<file path="config.mk">
export PLATFORM = sky130hd
export DESIGN_NAME = j_clkdiv
export DESIGN_NICKNAME = d
export VERILOG_FILES = /design/src/rtl/j_clkdiv.sv
export SDC_FILE = /design/constraint.sdc
export NUM_CORES = 1
export LEC_CHECK = 0
export CORE_MARGIN = 5
export CORE_UTILIZATION = 36
export CTS_CLUSTER_DIAMETER = 30
export DETAILED_ROUTE_END_ITERATION = 8
export DONT_BUFFER_PORTS = 1
export PLACE_DENSITY = 0.62
export SYNTH_ARGS = -nofsm -noshare
export SYNTH_HDL_FRONTEND = slang
export SYNTH_SLANG_ARGS = --single-unit
</file>
<file path="constraint.sdc">
create_clock -name sys_clk -period 4.9 [get_ports sys_clk]
set_input_delay 0.98 -clock sys_clk [delete_from_list [all_inputs] [get_ports sys_clk]]
set_output_delay 0.98 -clock sys_clk [all_outputs]
set_load 0.01 [all_outputs]
</file>
<file path="src/rtl/j_clkdiv.sv">
// j_clkdiv: programmable 6-bit clock-enable divider with shadowed period/threshold
// Ports:
//   sys_clk, reset      clock and synchronous active-high reset
//   din, per_wr, thr_wr shadow register write data and strobes
//   load                restart count and promote shadows immediately
//   en                  count enable
//   cnt, tick, ckout    running count, period-start pulse, divided clock level
//   pending             a shadow write awaits promotion
module j_clkdiv (
    input  logic       sys_clk,
    input  logic       reset,
    input  logic [5:0] din,
    input  logic       per_wr,
    input  logic       thr_wr,
    input  logic       load,
    input  logic       en,
    output logic [5:0] cnt,
    output logic       tick,
    output logic       ckout,
    output logic       pending
);
    logic [5:0] per_act, thr_act, per_sh, thr_sh;
    logic [5:0] cnt_n, per_act_n, thr_act_n, per_sh_n, thr_sh_n;
    logic       pending_n, tick_n, wrap, wr;
    always_comb begin
        wr        = per_wr | thr_wr;
        wrap      = en && (cnt == per_act);
        per_sh_n  = per_wr ? din : per_sh;
        thr_sh_n  = thr_wr ? din : thr_sh;
        // load promotes the written-through shadows; a wrap promotes the old ones
        cnt_n     = (load || wrap) ? 6'd0 : en ? cnt + 6'd1 : cnt;
        per_act_n = load ? per_sh_n : wrap ? per_sh : per_act;
        thr_act_n = load ? thr_sh_n : wrap ? thr_sh : thr_act;
        pending_n = load ? 1'b0 : wrap ? wr : pending | wr;
        tick_n    = load || wrap;
    end
    always_ff @(posedge sys_clk) begin
        if (reset) begin
            cnt     <= 6'd0;
            per_act <= 6'd63;
            thr_act <= 6'd31;
            per_sh  <= 6'd63;
            thr_sh  <= 6'd31;
            pending <= 1'b0;
            tick    <= 1'b0;
            ckout   <= 1'b0;
        end else begin
            cnt     <= cnt_n;
            per_act <= per_act_n;
            thr_act <= thr_act_n;
            per_sh  <= per_sh_n;
            thr_sh  <= thr_sh_n;
            pending <= pending_n;
            tick    <= tick_n;
            ckout   <= cnt_n > thr_act_n;
        end
    end
endmodule

</file>
==> key figures <==
Timing
  – Worst-margin pin slew: 0.6750 ns
  – Final hold slack: between 0.5 and 0.6 ns
  – Max-slew headroom: 0.5495
  – Worst clock skew: approximately 0.0035 ns
  – Pins Over Slew Limit: 0
  – Final hold violations: 0
  – Final setup TNS: 0 ns
  – Final worst slack: about 2.3 ns
  – RSZ-0062 raised after global routing: no
  – Final setup fails: 0
  – Fmax: 384.7 MHz
  – Period utilization: 0.5305
  – Final min period: roughly 2.6 ns

Worst setup path
  – FF-to-FF Start: cnt[3]
  – Worst reg2reg path endpoint: ckout
  – Reg2Reg Depth: 9
  – Worst Setup Start Kind: flip-flop
  – CP Class: flip-flop to flip-flop
  – Crit end category: flip-flop
  – Reg-to-reg slack, setup: approximately 2.3 ns
  – Required @ worst endpoint: 5.09 ns
  – Arrival time worst endpoint: between 2 and 3 ns
  – CP Max Fanout: 27

Detailed routing
  – DRT iter0 DRCs: about 110
  – Metal3 WL: ~360 µm
  – # DRC: 0
  – Uppermost layer routed: met4
  – DR WL met2: 1.688 mm
  – Final wirelength: slightly below 4 mm
  – Antenna viol nets, final: 0
  – Via count: 1,334
  – Vias per cell: 5.490
  – DRT Pass-1 Iters: 4
  – DR WL/cell: about 16 µm
  – Wl on met1: 1.849 mm

Floorplan
  – Die area: 6365 µm²
  – Placeable Area: 4723 µm²
  – IO Count: 21
  – # rows: 25
  – DIE WIDTH: ~80 µm
  – Die Y: between 70 and 80 µm
  – Initial core utilization: 0.3711

Clock network
  – Post-CTS sizing: 0
  – Worst-path clk slew: approximately 0.070 ns
  – Hold buffer count at CTS: 0
  – H-tree depth: 2
  – Latest clock arrival within the worst-skew pair: between 0.2 and 0.3 ns
  – CTS root buffer: clkbuf_8
  – CTS sink cnt: 33
  – CTS tree: yes
  – Post-CTS Repair Setup Buffers: 0
  – Total CTS buffers: 5
  – Longest Clk Path Bufs: 2

Logic synthesis
  – Netlist cell types: slightly above 40
  – Top post-synthesis cells by area: dfxtp_1 (38%), xnor2_2 (5.6%), ha_1 (5.0%), mux2i_1 (3.4%), nand4_1 (3.2%)
  – Synth Cell Area: about 1800 µm²
  – Area share of the largest cell type after synthesis: 0.3769
  – #FFs+latches synth: 33
  – Register area share after synthesis: 0.3769
  – Synth Net Count: between 200 and 250
  – Synth area leader: dfxtp_1
  – Asr flop ratio synth: 0
  – Yosys warning count: 0
  – Cell count after synthesis: approximately 180
  – Primary FF master, synth: dfxtp_1
  – Post-synth EDFFs: 0
  – Avg Synthesized Cell Area: 9.631 µm²

Power
  – Sw frac: 0.2487
  – Switch Pwr: ~140 µW
  – Leakage: 0.0007585 µW
  – Total power: ~560 µW
  – Comb pwr share: 0.118
  – Sequential power share: 0.532
  – VDD IR max: between 0.1 and 0.15 mV
  – Internal: roughly 420 µW
  – PwrDens: about 300 nW/µm²
  – Part of the power in the clock network: 0.350

Cells and area
  – Layout cells sized above 1: 0.1307
  – Area grow syn2layout: 5.496%
  – NumNets Final: between 150 and 200
  – Util after Layout: 0.3915
  – ANT cells: 0
  – # fillers: 477

Hold path
  – Hold Path Sink: per_act[1]
  – Worst hold start: per_sh[1]
  – Hold depth: 2
  – Tightest Hold Check Type: flip-flop to flip-flop

Place
  – PortBufs: 0
  – DP HPWL: between 2 and 3 mm
  – DP Worst Slack: ~2.1 ns
  – GP Congestion: 0.7978

Global route
  – GRT overflow: 0
  – Largest net degree at the start of global routing: 28
  – Initial antenna violation count: 0
  – All-layer global routing usage: 0.1368
  – First-pass GRT wire length: around 6.5 mm
  – Vias in the first global route: around 1,200

Run status
  – Status: finished, final reports clean

Run
  – Max cap viols: 0
placed cells by master (no fill, tap or decap), types with 2 or more instances in the layout:
| master | instances |
|---|---|
| o311ai_1 | 5 |
| o311ai_0 | 2 |
| ha_1 | 7 |
| dfxtp_1 | 33 |
| a21oi_1 | 4 |
| clkbuf_1 | 3 |
| nor2_1 | 9 |
| nand2b_1 | 5 |
| a311o_1 | 4 |
| nand4_1 | 9 |
| mux2i_1 | 6 |
| inv_1 | 7 |
| xnor2_2 | 6 |
| a311oi_1 | 4 |
| or2_2 | 6 |
| nor2b_1 | 7 |
| nand2_1 | 10 |
| a211o_1 | 6 |
| clkbuf_8 | 5 |
| nand3_1 | 3 |
| o211a_1 | 4 |
| xnor2_1 | 2 |
| nor3_1 | 11 |
| xor2_1 | 3 |
state kept, by name, summed over array words and instances, names as in the netlist:
register / count
tick: 1
per_act: 6
cnt: 6
ckout: 1
thr_sh: 6
pending: 1
thr_act: 6
per_sh: 6
how the worst max path moves through the flow:
stage	startpoint	to	slack, ns	cells past startpoint
after floorplan	load	ckout	2.24	9
after global placement	load	ckout	2.17	8
after detailed placement	en	ckout	2.09	8
after CTS	cnt[3]	ckout	2.28	9
after global routing	cnt[0]	ckout	2.07	9
final	cnt[3]	ckout	2.30	9
cell type report:
class                           count  area, µm²  area share
Sequential cell                    33      660.6      0.3572
Multi-Input combinational cell    128      998.5      0.5399
Clock buffer                        8      80.08     0.04330
Inverter                            7      26.28     0.01421
Tap cell                           67      83.83     0.04533
synthesized netlist by cell type, drive strengths merged (3+ instances only):
| cell | count |
|---|---|
| nor3 | 11 |
| clkbuf | 6 |
| a311oi | 4 |
| o311ai | 7 |
| nand2 | 10 |
| a311o | 4 |
| dfxtp | 33 |
| mux2i | 6 |
| buf | 8 |
| xor2 | 3 |
| or2 | 6 |
| nor2b | 7 |
| a21oi | 4 |
| a211o | 6 |
| nand3 | 4 |
| ha | 7 |
| o211a | 4 |
| xnor2 | 8 |
| nor2 | 10 |
| inv | 7 |
| nand4 | 10 |
| nand2b | 5 |
power by group through the flow:
stage	combinational, µW	sequential, µW	clock [µW]
floorplan	63.4	300	0
global placement	65.2	303	0
detailed placement	65.8	303	0
CTS	66.3	297	204
global route	74.0	299	216
finish	65.9	297	195
layer usage:
metal	track usage	vias to the layer above
li1	-	660
met1	0.1826	622
met2	0.1987	44
met3	0.04628	8
met4	0.06081	0
met5	0	-
kinds of logic (layout without fill, tap and decap cells):
group,after synthesis,count (layout),share of synthesized area
compound gates,36,36,0.1720
buf+inv,21,15,0.05353
flops,33,33,0.3769
fa+ha+maj,7,7,0.04996
simple gates,67,67,0.2263
xor+xnor,11,11,0.08066
mux,7,7,0.04069
critical path, stage by stage (launching register included):
cell	delay (ns)
dfxtp_1	0.52
xnor2_2	0.18
nand4_4	0.21
nor2_4	0.52
a311oi_1	0.19
ha_1	0.34
nor2b_1	0.13
o21a_1	0.12
o21bai_1	0.06
a211oi_1	0.23
stage by stage:
stage | cell area, µm² | cells
3_3_place_gp | 1769 | 235
3_5_place_dp | 1769 | 235
6_report | 1849 | 243
2_1_floorplan | 1753 | 182
5_1_grt | 1849 | 243
4_1_cts | 1849 | 243
(Power assumes the default switching activity.)
